--- src/rtl/fetch_pkg.sv ---
// Shared types and constants for the instruction-fetch slice.
// Holds the fetch FSM state encoding, the self-loop halt opcode and default widths.
// Imported by the fetch interface, the fetch sequencer and the branch target adder.
package fetch_pkg;

  typedef enum logic [1:0] {
    PRIME = 2'd0,
    RUN   = 2'd1,
    HALT  = 2'd2
  } fetch_state_e;

  // rjmp .-1 : a jump to itself, used by firmware as "stop here"
  localparam logic [15:0] HALT_OPCODE = 16'hCFFF;

  localparam int ADDR_WIDTH_D = 8;
  localparam int DATA_WIDTH_D = 16;
  localparam int OFF_WIDTH_D  = 12;

endpackage

--- src/rtl/fetch_sequencer_if.sv ---
// Fetch-side bundle: ROM address/data, decode handshake and redirect request.
// master = fetch sequencer, slave = the ROM/decode/execute side.
// halted is included so observers see the stop condition with the stream.
interface fetch_sequencer_if
  import fetch_pkg::*;
#(
  parameter int ADDR_WIDTH = ADDR_WIDTH_D,
  parameter int DATA_WIDTH = DATA_WIDTH_D,
  parameter int OFF_WIDTH  = OFF_WIDTH_D
);

  logic [ADDR_WIDTH-1:0] rom_addr;
  logic [DATA_WIDTH-1:0] rom_data;
  logic [DATA_WIDTH-1:0] instr;
  logic [ADDR_WIDTH-1:0] instr_pc;
  logic                  instr_valid;
  logic                  instr_ready;
  logic                  branch_taken;
  logic [OFF_WIDTH-1:0]  branch_offset;
  logic                  halted;

  modport master (
    output rom_addr, instr, instr_pc, instr_valid, halted,
    input  rom_data, instr_ready, branch_taken, branch_offset
  );

  modport slave (
    input  rom_addr, instr, instr_pc, instr_valid, halted,
    output rom_data, instr_ready, branch_taken, branch_offset
  );

endinterface

--- src/rtl/pc_target_calc.sv ---
// Relative jump target: instr_pc + 1 + sign-extended offset, wrapped to the PC width.
// Purely combinational, zero latency.
// No handshake; shared with the call/return unit.
module pc_target_calc
  import fetch_pkg::*;
#(
  parameter int ADDR_WIDTH = ADDR_WIDTH_D,
  parameter int OFF_WIDTH  = OFF_WIDTH_D
) (
  input  logic [ADDR_WIDTH-1:0] instr_pc_i,
  input  logic [OFF_WIDTH-1:0]  offset_i,
  output logic [ADDR_WIDTH-1:0] target_o
);

  // Wide enough that neither operand loses bits before the final wrap.
  localparam int EXT_WIDTH = ADDR_WIDTH + OFF_WIDTH;

  logic [EXT_WIDTH-1:0] pc_ext;
  logic [EXT_WIDTH-1:0] off_ext;

  assign pc_ext  = {{OFF_WIDTH{1'b0}}, instr_pc_i};
  assign off_ext = {{ADDR_WIDTH{offset_i[OFF_WIDTH-1]}}, offset_i};

  // Two's-complement add; keeping only the low bits gives the modulo wrap.
  assign target_o = ADDR_WIDTH'(pc_ext + off_ext + EXT_WIDTH'(1));

endmodule

--- src/rtl/fetch_sequencer.sv ---
// Instruction fetch: owns the PC, drives the ROM address, presents one word per cycle to decode.
// Latency: rom_addr=A at cycle n -> instr_pc=A valid after posedge n+1; taken branch costs one bubble.
// Backpressure: instr/instr_pc/pc hold while valid && !ready; HALT_DETECT_EN adds self-loop halt.
module fetch_sequencer
  import fetch_pkg::*;
#(
  parameter int ADDR_WIDTH   = ADDR_WIDTH_D,
  parameter int DATA_WIDTH   = DATA_WIDTH_D,
  parameter int OFF_WIDTH    = OFF_WIDTH_D,
  parameter int RESET_VECTOR = 0
) (
  input  logic              clk,
  input  logic              rst_n,
  fetch_sequencer_if.master bus
);

  fetch_state_e          state_q;
  logic [ADDR_WIDTH-1:0] pc_q;
  logic [ADDR_WIDTH-1:0] instr_pc_q;
  logic [DATA_WIDTH-1:0] instr_q;
  logic                  instr_valid_q;
  logic [ADDR_WIDTH-1:0] branch_pc_d;
  logic                  adv_d;
`ifdef HALT_DETECT_EN
  logic                  halted_q;
  logic                  halt_accept_d;
`endif

  // Target is relative to the branch instruction currently held for decode.
  pc_target_calc #(
    .ADDR_WIDTH (ADDR_WIDTH),
    .OFF_WIDTH  (OFF_WIDTH)
  ) u_target (
    .instr_pc_i (instr_pc_q),
    .offset_i   (bus.branch_offset),
    .target_o   (branch_pc_d)
  );

  // Capture a new word whenever the output slot is empty or being drained.
  assign adv_d = !instr_valid_q || bus.instr_ready;

`ifdef HALT_DETECT_EN
  // The self-loop is handed to decode once; its acceptance stops fetch.
  assign halt_accept_d = instr_valid_q && bus.instr_ready &&
                         (instr_q == DATA_WIDTH'(HALT_OPCODE));
`endif

  // Fetch FSM: PRIME lets the ROM output register load the reset-vector word,
  // RUN streams/redirects, HALT freezes the PC until reset.
  always_ff @(posedge clk or negedge rst_n) begin
    if (!rst_n) begin
      state_q       <= PRIME;
      pc_q          <= ADDR_WIDTH'(RESET_VECTOR);
      instr_q       <= '0;
      instr_pc_q    <= '0;
      instr_valid_q <= 1'b0;
`ifdef HALT_DETECT_EN
      halted_q      <= 1'b0;
`endif
    end else begin
      case (state_q)
        PRIME: state_q <= RUN;
        RUN: begin
`ifdef HALT_DETECT_EN
          if (halt_accept_d) begin
            state_q       <= HALT;
            pc_q          <= instr_pc_q;
            instr_valid_q <= 1'b0;
            halted_q      <= 1'b1;
          end else
`endif
          if (bus.branch_taken) begin
            // Squash wins over ready: decode already owns the branch itself.
            pc_q          <= branch_pc_d;
            instr_valid_q <= 1'b0;
          end else if (adv_d) begin
            instr_q       <= bus.rom_data;
            instr_pc_q    <= pc_q;
            instr_valid_q <= 1'b1;
            pc_q          <= pc_q + 1'b1;
          end
        end
        default: ; // HALT: everything frozen until reset
      endcase
    end
  end

  assign bus.rom_addr    = pc_q;
  assign bus.instr       = instr_q;
  assign bus.instr_pc    = instr_pc_q;
  assign bus.instr_valid = instr_valid_q;
`ifdef HALT_DETECT_EN
  assign bus.halted      = halted_q;
`else
  assign bus.halted      = 1'b0;
`endif

endmodule

--- src/flat_wrapper.sv ---
// flat-port wrapper written by rule: the top's interface ports become plain ports
module fetch_sequencer_flat import fetch_pkg::*;
#(
  parameter int ADDR_WIDTH   = ADDR_WIDTH_D,
  parameter int DATA_WIDTH   = DATA_WIDTH_D,
  parameter int OFF_WIDTH    = OFF_WIDTH_D,
  parameter int RESET_VECTOR = 0
)
  (clk, rst_n, bus_rom_addr, bus_instr, bus_instr_pc, bus_instr_valid, bus_halted, bus_rom_data, bus_instr_ready, bus_branch_taken, bus_branch_offset);
  fetch_sequencer_if #(.ADDR_WIDTH(ADDR_WIDTH), .DATA_WIDTH(DATA_WIDTH), .OFF_WIDTH(OFF_WIDTH)) bus_i ();
  input  logic clk;
  input  logic rst_n;
  output wire logic [$bits(bus_i.rom_addr)-1:0] bus_rom_addr;
  output wire logic [$bits(bus_i.instr)-1:0] bus_instr;
  output wire logic [$bits(bus_i.instr_pc)-1:0] bus_instr_pc;
  output wire logic [$bits(bus_i.instr_valid)-1:0] bus_instr_valid;
  output wire logic [$bits(bus_i.halted)-1:0] bus_halted;
  input wire logic [$bits(bus_i.rom_data)-1:0] bus_rom_data;
  input wire logic [$bits(bus_i.instr_ready)-1:0] bus_instr_ready;
  input wire logic [$bits(bus_i.branch_taken)-1:0] bus_branch_taken;
  input wire logic [$bits(bus_i.branch_offset)-1:0] bus_branch_offset;
  assign bus_rom_addr = bus_i.rom_addr;
  assign bus_instr = bus_i.instr;
  assign bus_instr_pc = bus_i.instr_pc;
  assign bus_instr_valid = bus_i.instr_valid;
  assign bus_halted = bus_i.halted;
  assign bus_i.rom_data = bus_rom_data;
  assign bus_i.instr_ready = bus_instr_ready;
  assign bus_i.branch_taken = bus_branch_taken;
  assign bus_i.branch_offset = bus_branch_offset;
  fetch_sequencer #(.ADDR_WIDTH(ADDR_WIDTH), .DATA_WIDTH(DATA_WIDTH), .OFF_WIDTH(OFF_WIDTH), .RESET_VECTOR(RESET_VECTOR)) u_core (.clk(clk), .rst_n(rst_n), .bus(bus_i));
endmodule
--- config.mk ---
export PLATFORM = sky130hd
export DESIGN_NAME = fetch_sequencer_flat
export DESIGN_NICKNAME = d
export VERILOG_FILES = /design/src/rtl/fetch_pkg.sv /design/src/rtl/fetch_sequencer_if.sv /design/src/rtl/pc_target_calc.sv /design/src/rtl/fetch_sequencer.sv /design/src/flat_wrapper.sv
export SDC_FILE = /design/constraint.sdc
export NUM_CORES = 1
export LEC_CHECK = 0
export ABC_AREA = 1
export ABC_CLOCK_PERIOD_IN_PS = 1600
export BUFFER_PORTS_ARGS = -buffer_cell sky130_fd_sc_hd__buf_4
export CAP_MARGIN = 25
export CORE_MARGIN = 3
export CORE_UTILIZATION = 50
export DETAILED_ROUTE_END_ITERATION = 10
export GPL_ROUTABILITY_DRIVEN = 0
export MAX_ROUTING_LAYER = met4
export PLACE_DENSITY = 0.86
export REMOVE_ABC_BUFFERS = 1
export SETUP_SLACK_MARGIN = 0.1
export SYNTH_ARGS = -nofsm -noshare
export SYNTH_HDL_FRONTEND = slang
export SYNTH_SLANG_ARGS = --single-unit
--- constraint.sdc ---
create_clock -name clk -period 1.6 [get_ports clk]
set_input_delay 0.32 -clock clk [delete_from_list [all_inputs] [get_ports clk]]
set_output_delay 0.32 -clock clk [all_outputs]
set_load 0.005 [all_outputs]
==> impl_metrics.yaml, run 1 <==
detailed_routing:
  wl_mm: 4.42
  first_iter_violations: 49
  viasPerCell: 4.96
  wl_per_cell_um: 12.1
  postRouteAntennaNets: 0
  dr.pass1.iters: 4
  drc: 0
  vias: 1812
floorplan:
  die_w_um: 69
  dieHeight_um: 69
  rows: 22
  start_util: 0.530
  coreArea_um2: 3740
  io-pin-count: 66
  dieArea_um2: 4760
critical_path:
  crit_slowest_cell: "dfrtp_1"
  end_kind: "flip-flop"
  cp_max_fo: 2
  cp_cell_sequence: "inv_2 > ha_4 > fa_2 > inv_2 > nand3_2 > nand3b_1 > nand3_2 > a21oi_2"
  arrival_ps: 1660
  critPathRequiredTime_ps: 1820
  cp_top_family: "adder cells"
  worst-setup-path-type: "flip-flop to flip-flop"
  max_stage_delay_ps: 370
  worst_setup_path_start_kind: "flip-flop"
  r2r_slack_ps: 160
  cp_num_buf_inv: 2
min_path:
  worstHoldPathType: "input port to flip-flop"
global_routing:
  top_usage_layer: "met2"
  gr-usage-met1: 0.241
  antenna_found_initial: 0
  grtUsageMet3: 0.0539
  grt_pass1_vias: 1729
  grt_pass1_wl_mm: 7.58
  grt_overflow: 0
  grt_max_degree: 35
  grtUsageTotal: 0.199
  gr-usage-met2: 0.326
flow_run:
  cap_violations: 0
pwr:
  combPwrFrac: 0.415
  clkPwrFrac: 0.219
  power_leakage_nw: 1.43
  p_per_area_nw_per_um2: 1250
  max-vdd-ir-drop_uv: 684
  p_int_mw: 2.20
  seq_power_share: 0.366
  p_sw_mw: 1.19
  power_switching_share: 0.350
timing:
  final_hold_viol_count: 0
  fin_ws_ps: 160
  setup_violations: 0
  finalCritPeriodShare: 0.900
  slew_viol_final: 0
  fin_setup_tns_ps: 0
  fmax_mhz: 694
  fin_skew_ps: 4.76
  period_needed_ps: 1440
  rsz0062_at_grt: "yes"
yosys:
  syn_area_um2: 1980
  avgSynthCellArea_um2: 7.94
  synthFlopType: "dfrtp_1"
  synthCells: 250
  yosysWarnings: 0
  ys_async_sr_fraction: 1.00
  synth-edff-count: 0
  synth-seq-area-share: 0.429
  ys_types: 26
  ys_ff_latch: 34
final_layout:
  fin_nets: 357
  areaGrowthSynthToFinish_pct: 36.6
  drive_above_1_share: 0.341
  diodes: 0
  final_area_um2: 2710
clocking:
  cts_root_buf: "clkbuf_8"
  clockBufferDepth: 2
  cts_buffers: 5
  ctsHtreeMaxLevel: 2
  tritoncts: "built"
  cts.sinks: 34
  path_clk_slew_ps: 70
  clk_latency_ps: 290
place:
  dp_hpwl_mm: 3.16
  portBuffers: 60
  dpl_cell_area_um2: 2440
  dpl_worst_slack_ps: -57.2
status:
  status: "finished, final reports clean"
==> kinds of logic (layout without fill, tap and decap cells) <==
| group | count (synthesis) | in the layout | synth area share |
|---|---|---|---|
| XOR/XNOR | 4 | 4 | 0.0177 |
| AO/OA/AOI/OAI | 23 | 23 | 0.0738 |
| adder cells (fa/ha/maj) | 9 | 9 | 0.0605 |
| buffers and inverters | 38 | 105 | 0.101 |
| flip-flops | 34 | 34 | 0.429 |
| other | 2 | 2 | 0.00378 |
| AND/OR/NAND/NOR | 140 | 140 | 0.315 |
==> registers in the layout, summed over array words and instances (netlist names) <==
signal                  count
u_core.bus.instr_valid      1
u_core.bus.rom_addr         8
u_core.bus.instr_pc         8
u_core.bus.instr           16
u_core.state_q              1
==> repair_timing <==
action	4_1_cts	5_1_grt
resized for setup	4	20
endpoints found under the hold margin	34	0
pin swaps	2	10
setup buffers	0	4
endpoints found under the setup margin	5	6
hold buffers	1	0
==> worst register-to-register path: stages, from the launching register on <==
cell	delay (ps)
dfrtp_1	370
inv_2	50
ha_4	160
fa_2	350
inv_2	70
nand3_2	60
nand3b_1	100
nand3_2	70
a21oi_2	130
==> synth_stat cells, types with 2 or more instances <==
cell type / n / area share
nand3b_1: 2 / 0.0076
nand3_1: 32 / 0.081
o21ai_1: 2 / 0.0050
dfrtp_1: 34 / 0.43
a21oi_1: 10 / 0.025
nand2_8: 2 / 0.020
nand4_1: 2 / 0.0063
buf_6: 4 / 0.023
buf_4: 3 / 0.011
conb_1: 2 / 0.0038
inv_8: 2 / 0.011
nor2_1: 18 / 0.034
nand2_1: 83 / 0.16
o21ai_2: 6 / 0.026
inv_1: 27 / 0.051
xor2_1: 3 / 0.013
ha_1: 8 / 0.050
o211ai_1: 2 / 0.0076
==> cells in the final DEF, fill, tap and decap left out, drive strengths merged <==
cell type / netlist / layout
xor2: 3 / 3
clkbuf: 1 / 8
o21ai: 9 / 9
nand4: 2 / 2
xnor2: 1 / 1
nand3b: 2 / 2
conb: 2 / 2
ha: 8 / 8
a31oi: 1 / 1
buf: 8 / 67
nand2: 85 / 85
o211ai: 2 / 2
dlygate4sd3: 0 / 1
nand3: 33 / 33
nor2: 18 / 18
a211oi: 1 / 1
fa: 1 / 1
a21oi: 10 / 10
inv: 29 / 29
dfrtp: 34 / 34
==> area by class of cell <==
type | count | area [µm²]
Clock buffer | 8 | 110
Fill cell | 328 | 1030
Inverter | 29 | 124
Multi-Input combinational cell | 178 | 1040
Sequential cell | 34 | 855
Tap cell | 48 | 60.1
Timing Repair Buffer | 68 | 517
==> final timing paths <==
check / startpoint / endpoint / cells past startpoint
worst min-delay path: bus_rom_data[7] / u_core.bus.instr[7]$_DFFE_PN0P_ / 3
worst max register to register: u_core.bus.instr_pc[0]$_DFFE_PN0P_ / u_core.bus.rom_addr[4]$_DFFE_PN0P_ / 8
worst max-delay path: u_core.bus.instr_pc[0]$_DFFE_PN0P_ / u_core.bus.rom_addr[4]$_DFFE_PN0P_ / 8
max in group asynchronous: rst_n / u_core.bus.instr_pc[5]$_DFFE_PN0P_ / 2
min in group asynchronous: rst_n / u_core.bus.rom_addr[1]$_DFFE_PN0P_ / 2
worst min register to register: u_core.bus.instr[2]$_DFFE_PN0P_ / u_core.bus.instr[2]$_DFFE_PN0P_ / 2
==> per-layer routing <==
layer | share of wire | wire length [µm] | up-vias
met5 | 0 | 0 | -
met4 | 0.0099 | 44 | 0
met3 | 0.070 | 311 | 4
met2 | 0.49 | 2160 | 57
met1 | 0.43 | 1910 | 827
li1 | - | - | 924
==> through the flow <==
stage | power, mW | util | cells | hold WS, ps
floorplan | 1.92 | - | 241 | 24.4
global placement | 2.42 | 0.652 | 352 | 285
detailed placement | 2.46 | 0.652 | 352 | 291
CTS | 3.26 | 0.692 | 361 | 249
global route | 3.67 | 0.724 | 365 | 252
finish | 3.39 | 0.724 | 365 | 263
==> power groups by stage <==
stage                     registers [mW]  logic [mW]  clock network [mW]
after floorplan                     1.22       0.699                   0
after global placement              1.23        1.19                   0
after detailed placement            1.23        1.23                   0
after CTS                           1.23        1.27               0.765
after global routing                1.27        1.58               0.807
final                               1.24        1.40               0.742
Power figures use the tool's default switching activity.
==> inputs of run 2 (changes only) <==
--- a/config.mk
+++ b/config.mk
@@ -5,12 +5,11 @@
 export SDC_FILE = /design/constraint.sdc
 export NUM_CORES = 1
 export LEC_CHECK = 0
-export ABC_AREA = 1
 export ABC_CLOCK_PERIOD_IN_PS = 1600
 export BUFFER_PORTS_ARGS = -buffer_cell sky130_fd_sc_hd__buf_4
 export CAP_MARGIN = 25
 export CORE_MARGIN = 3
-export CORE_UTILIZATION = 50
+export CORE_UTILIZATION = 49
 export DETAILED_ROUTE_END_ITERATION = 10
 export GPL_ROUTABILITY_DRIVEN = 0
 export MAX_ROUTING_LAYER = met4
==> constraint.sdc (replaced) <==
create_clock -name clk -period 1.6 [get_ports clk]
set_input_delay 0.32 -clock clk [delete_from_list [all_inputs] [get_ports clk]]
set_output_delay 0.32 -clock clk [all_outputs]
set_load 0.1 [all_outputs]
==> run 2 against run 1 <==
Compared with the run above: the run now ends with negative setup slack left; global-route usage is 3.6 points higher; maximum frequency is 19% lower; clock power is 9.4% lower; core utilization is 6.3 points higher; critical path depth is 1 lower; sequential power is 15% higher.
==> impl_metrics.yaml, run 2 <==
final_layout:
  finish.utilization: 0.787
  largest_reg_flops: 16
  fin_nets: 296
  fillers: 242
  seq_area_um2: 852
  fin_cells: 302
  layout_common_cells: "buf_4 (85), dfrtp_1 (33), mux2_4 (15)"
  areaGrowthSynthToFinish_pct: 47.5
  multiInputGateArea_um2: 983
  final_common_cell: "buf_4"
  drive_above_1_share: 0.504
  diodes: 0
detailed_routing:
  wl_per_cell_um: 17.6
  dr.pass1.iters: 4
  postRouteAntennaNets: 0
  met1_length_mm: 2.03
  vias: 1646
  wl_mm: 5.32
  top_layer: "met4"
  wl_met2_mm: 2.84
  drc: 0
  met3_length_um: 299
  viasPerCell: 5.45
  first_iter_violations: 157
timing:
  setup_violations: 5
  period_needed_ps: 1790
  fmax_mhz: 559
  rsz0062_at_grt: "yes"
  fin_setup_tns_ps: -631
  fin_ws_ps: -188
  slew_viol_final: 0
  fin_skew_ps: 5.11
  final_hold_viol_count: 0
  finalCritPeriodShare: 1.12
clocking:
  tritoncts: "built"
  path_clk_slew_ps: 70
  ctsHtreeMaxLevel: 2
  clk_latency_ps: 300
  cts_root_buf: "clkbuf_8"
  clockBufferDepth: 2
  cts.sinks: 34
  cts_buffers: 5
floorplan:
  coreArea_um2: 3490
  dieHeight_um: 67.7
  rows: 21
  die_w_um: 67.7
  io-pin-count: 66
  dieArea_um2: 4580
  start_util: 0.533
flow_run:
  cap_violations: 0
critical_path:
  end_kind: "flip-flop"
  r2r_slack_ps: -190
  arrival_ps: 1970
  worst-setup-path-type: "flip-flop to flip-flop"
  cp_max_fo: 2
  worst-r2r-cell-count: 7
  timing.rr.start: "u_core.bus.instr_pc[0]$_DFFE_PN0P_"
  r2r_end: "u_core.bus.rom_addr[4]$_DFFE_PN0P_"
  crit_path_start: "u_core.bus.instr_pc[0]$_DFFE_PN0P_"
  worst_setup_path_start_kind: "flip-flop"
  critPathRequiredTime_ps: 1780
min_path:
  hold_depth: 2
  min_from: "bus_rom_data[14]"
  worstHoldPathType: "input port to flip-flop"
  hold_end: "u_core.bus.instr[14]$_DFFE_PN0P_"
yosys:
  ys_async_sr_fraction: 1.00
  synth.area.top_cells: "dfrtp_1 (46%), mux2_4 (12%), ha_1 (5.4%)"
  synthFlopType: "dfrtp_1"
  synth-edff-count: 0
  avgSynthCellArea_um2: 11.4
  synth-seq-area-share: 0.457
  synth.most_common_cell: "dfrtp_1"
  yosys.area.top_type: "dfrtp_1"
  syn_area_um2: 1860
  synthCells: 163
  yosysWarnings: 0
  synth_top_area_frac: 0.457
  ys_types: 47
  yosys-top-cells-count: "dfrtp_1 (34), mux2_4 (15), nand2_1 (11), ha_1 (8)"
  ys_ff_latch: 34
place:
  portBuffers: 60
  dp.cells: 286
  dp_hpwl_mm: 3.46
pwr:
  p_per_area_nw_per_um2: 2300
  max-vdd-ir-drop_uv: 1570
  power_leakage_nw: 1.34
global_routing:
  grt_pass1_vias: 1543
  grt_max_degree: 35
  antenna_found_initial: 0
  grt_overflow: 0
  grtUsageTotal: 0.235
  grt_pass1_wl_mm: 7.47
status:
  status: "finished, violations left"
  violations: "negative setup slack"
==> run 2: cell count changes after synthesis, sizes merged, moves of 3 or more <==
cell    change
nand2      -74
nand3      -27
mux2       +23
inv        -22
nor2       -11
nor3        +4
a21oi       -3
mux2i       +3
nand2b      +3
o21a        +3
or2         +3
==> run 2: through the flow <==
stage          power (mW)  hold slack, ps  setup WS [ps]  area, µm²
5_1_grt              6.60             249           -247       2750
6_report             6.33             247           -188       2750
3_5_place_dp         5.38             296           -333       2510
4_1_cts              6.14             238           -219       2650
2_1_floorplan        4.25            24.4           -829       1810
3_3_place_gp         5.28             295           -252       2510
==> run 2: how the worst max path moves through the flow <==
stage / depth (start not counted) / slack, ps / end
after global placement: 9 / -250 / u_core.bus.rom_addr[6]$_DFFE_PN0P_
after global routing: 7 / -250 / u_core.bus.rom_addr[7]$_DFFE_PN0P_
after detailed placement: 9 / -330 / u_core.bus.rom_addr[6]$_DFFE_PN0P_
after CTS: 8 / -220 / u_core.bus.rom_addr[6]$_DFFE_PN0P_
final: 7 / -190 / u_core.bus.rom_addr[4]$_DFFE_PN0P_
after floorplan: 8 / -830 / u_core.bus.rom_addr[6]$_DFFE_PN0P_
==> run 2: area by class of cell <==
cell class,count,area share
Clock buffer,7,0.0314
Clock inverter,1,0.00182
Inverter,7,0.00956
Multi-Input combinational cell,115,0.358
Sequential cell,34,0.310
Tap cell,46,0.0209
Timing Repair Buffer,92,0.269
==> run 2: worst max-delay path, stage by stage (launching register included) <==
cell and delay, ps:
dfrtp_1 370, inv_2 60, ha_4 160, fa_2 360, nor2b_2 170, o31a_1 190, a21oi_1 60, a221o_1 300
==> run 2: timing repair <==
item                                    4_1_cts  5_1_grt
setup buffers                                 2        5
hold buffers                                  1        0
endpoints found under the setup margin        6       13
hold endpoints to repair                     34        0
gates cloned                                  0        1
pin swaps                                     7        8
gates resized for setup                       7       11
==> run 2: cells by family (layout without fill, tap and decap cells) <==
family                   Yosys count  in the layout  share of synthesized area
adder cells (fa/ha/maj)            9              9                     0.0645
multiplexers                      26             26                      0.185
flip-flops                        34             34                      0.457
AND/OR/NAND/NOR                   43             43                      0.119
buffers and inverters             14            107                     0.0437
XOR/XNOR                           2              2                    0.00940
other                              2              2                    0.00403
AO/OA/AOI/OAI                     33             33                      0.118
==> run 2: where the power goes <==
| part | total [mW] | internal, mW | leakage, nW | switching [mW] |
|---|---|---|---|---|
| Sequential | 1.42 | 1.13 | 0.400 | 0.293 |
| Combinational | 4.23 | 1.32 | 0.886 | 2.91 |
| Clock | 0.672 | 0.347 | 0.0482 | 0.325 |
==> run 2: layer usage <==
layer / global-route usage / up-vias
li1: - / 764
met1: 0.277 / 807
met2: 0.380 / 61
met3: 0.0449 / 14
met4: 0.122 / 0
met5: - / -
==> inputs of run 3 (changes only) <==
--- a/config.mk
+++ b/config.mk
@@ -5,11 +5,12 @@
 export SDC_FILE = /design/constraint.sdc
 export NUM_CORES = 1
 export LEC_CHECK = 0
+export ABC_AREA = 1
 export ABC_CLOCK_PERIOD_IN_PS = 1600
 export BUFFER_PORTS_ARGS = -buffer_cell sky130_fd_sc_hd__buf_4
 export CAP_MARGIN = 25
-export CORE_MARGIN = 3
-export CORE_UTILIZATION = 49
+export CORE_UTILIZATION = 50
+export CTS_CLUSTER_SIZE = 10
 export DETAILED_ROUTE_END_ITERATION = 10
 export GPL_ROUTABILITY_DRIVEN = 0
 export MAX_ROUTING_LAYER = met4
==> run 3 against run 2 <==
Compared with the run above: the flow now finishes without violations; global-route usage increased by 1.5 points; core utilization decreased by 7.0 points; total power decreased by 24%; cell area decreased by 2.5%; non-clock buffer count decreased by 24; combinational power decreased by 35%; final cell count increased by 21%; via count increased by 14%; clock power increased by 16%; flip-flop and latch count unchanged; sequential power decreased by 13%; critical path type is now flip-flop to primary output; largest cell class unchanged.
==> impl_metrics.yaml, run 3 (same netlist as run 1, synthesis figures left out) <==
detailed_routing:
  wl_mm: 4.63
  postRouteAntennaNets: 0
  met1_length_mm: 1.91
  top_layer: "met4"
  wl_per_cell_um: 12.7
  met3_length_um: 305
  vias: 1874
  drc: 0
  dr.pass1.iters: 4
  wl_met2_mm: 2.35
  first_iter_violations: 86
  viasPerCell: 5.13
min_path:
  worstHoldPathType: "input port to flip-flop"
  hold_depth: 3
clocking:
  tritoncts: "built"
  clk_latency_ps: 290
  clockBufferDepth: 2
  ctsHtreeMaxLevel: 2
  cts_root_buf: "clkbuf_8"
  path_clk_slew_ps: 70
  cts.sinks: 34
  cts_buffers: 5
timing:
  rsz0062_at_grt: "yes"
  fin_skew_ps: 3.42
  period_needed_ps: 1490
  final_hold_viol_count: 0
  fmax_mhz: 671
  finalCritPeriodShare: 0.932
  setup_violations: 0
  slew_viol_final: 0
  worst_hold_slack_ps: 256
final_layout:
  diodes: 0
  layout_common_cells: "nand2_1 (81), buf_4 (67), dfrtp_1 (34)"
  drive_above_1_share: 0.315
  areaGrowthSynthToFinish_pct: 35.1
  fillers: 303
  final_common_cell: "nand2_1"
  final_area_um2: 2680
  largest_reg_flops: 16
  fin_nets: 357
global_routing:
  antenna_found_initial: 0
  grtUsageTotal: 0.250
  grt_pass1_wl_mm: 7.73
  grt_pass1_vias: 1867
  grt_overflow: 0
  grt_max_degree: 35
floorplan:
  io-pin-count: 66
  dieArea_um2: 4230
  coreArea_um2: 3740
  dieHeight_um: 65
  die_w_um: 65
  rows: 22
  start_util: 0.530
critical_path:
  critPathRequiredTime_ps: 1280
  worst_setup_path_start_kind: "flip-flop"
  cp_max_fo: 2
  worst-r2r-cell-count: 6
  end_kind: "primary output"
  worst-setup-path-type: "flip-flop to primary output"
  arrival_ps: 1170
place:
  portBuffers: 60
  dpl_cell_area_um2: 2430
  dp_hpwl_mm: 3.21
pwr:
  power_switching_share: 0.537
  p_per_area_nw_per_um2: 1780
  power_leakage_nw: 1.43
  seq_power_share: 0.259
  max-vdd-ir-drop_uv: 1000
  combPwrFrac: 0.577
  clkPwrFrac: 0.163
  p_int_mw: 2.22
  p_sw_mw: 2.57
status:
  status: "finished, final reports clean"
flow_run:
  cap_violations: 0
-- run 3: worst paths after layout --
path | from | endpoint | slack [ps]
worst max-delay path | u_core.bus.instr_pc[0]$_DFFE_PN0P_ | bus_instr_pc[0] | 110
worst min-delay path | bus_rom_data[2] | u_core.bus.instr[2]$_DFFE_PN0P_ | 260
worst max register to register | u_core.bus.instr_pc[0]$_DFFE_PN0P_ | u_core.bus.rom_addr[1]$_DFFE_PN0P_ | 120
worst min register to register | u_core.bus.instr[5]$_DFFE_PN0P_ | u_core.bus.instr[5]$_DFFE_PN0P_ | 480
max in group asynchronous | rst_n | u_core.bus.instr_pc[6]$_DFFE_PN0P_ | 800
min in group asynchronous | rst_n | u_core.bus.rom_addr[1]$_DFFE_PN0P_ | 500
-- run 3: critical path, cell delays in order, from the launching register on --
cell,delay [ps]
dfrtp_1,400
buf_4,140
buf_4,120
buf_4,220
-- run 3: routing by layer --
layer,vias to the layer above,global-route usage
met2,67,0.434
li1,925,-
met3,8,0.0599
met4,0,0.0917
met5,-,-
met1,874,0.276
-- run 3: area by class of cell --
type                            instances  area, µm²  share of cell area
Multi-Input combinational cell        178       1020               0.382
Inverter                               29        124              0.0462
Timing Repair Buffer                   68        513               0.191
Clock buffer                            5       68.8              0.0257
Tap cell                               48       60.1              0.0224
Sequential cell                        34        851               0.317
Clock inverter                          3       40.0              0.0149
-- run 3: power groups by stage --
stage,Sequential (mW),Combinational (mW),Clock [mW]
2_1_floorplan,2.54,0.711,0
3_3_place_gp,1.23,2.56,0
3_5_place_dp,1.23,2.61,0
4_1_cts,1.23,2.67,0.795
5_1_grt,1.26,2.92,0.842
6_report,1.24,2.76,0.781
-- run 3: timing repair --
action                                  in CTS  in global routing
hold buffers                                 1                  0
endpoints found under the setup margin       6                  6
hold endpoints to repair                    34                  0
resized for setup                            5                 10
buffers inserted                             1                  4
pin swaps                                    0                  6
-- run 3: metrics by stage --
step	setup TNS, ps	std cells	power [mW]	utilization	setup WS, ps
floorplan	-5280	241	3.25	-	-536
global placement	0	351	3.79	0.650	9.15
detailed placement	-34.0	351	3.84	0.650	-34.0
CTS	0	361	4.70	0.695	102
global route	0	365	5.03	0.716	43.0
finish	0	365	4.78	0.716	109
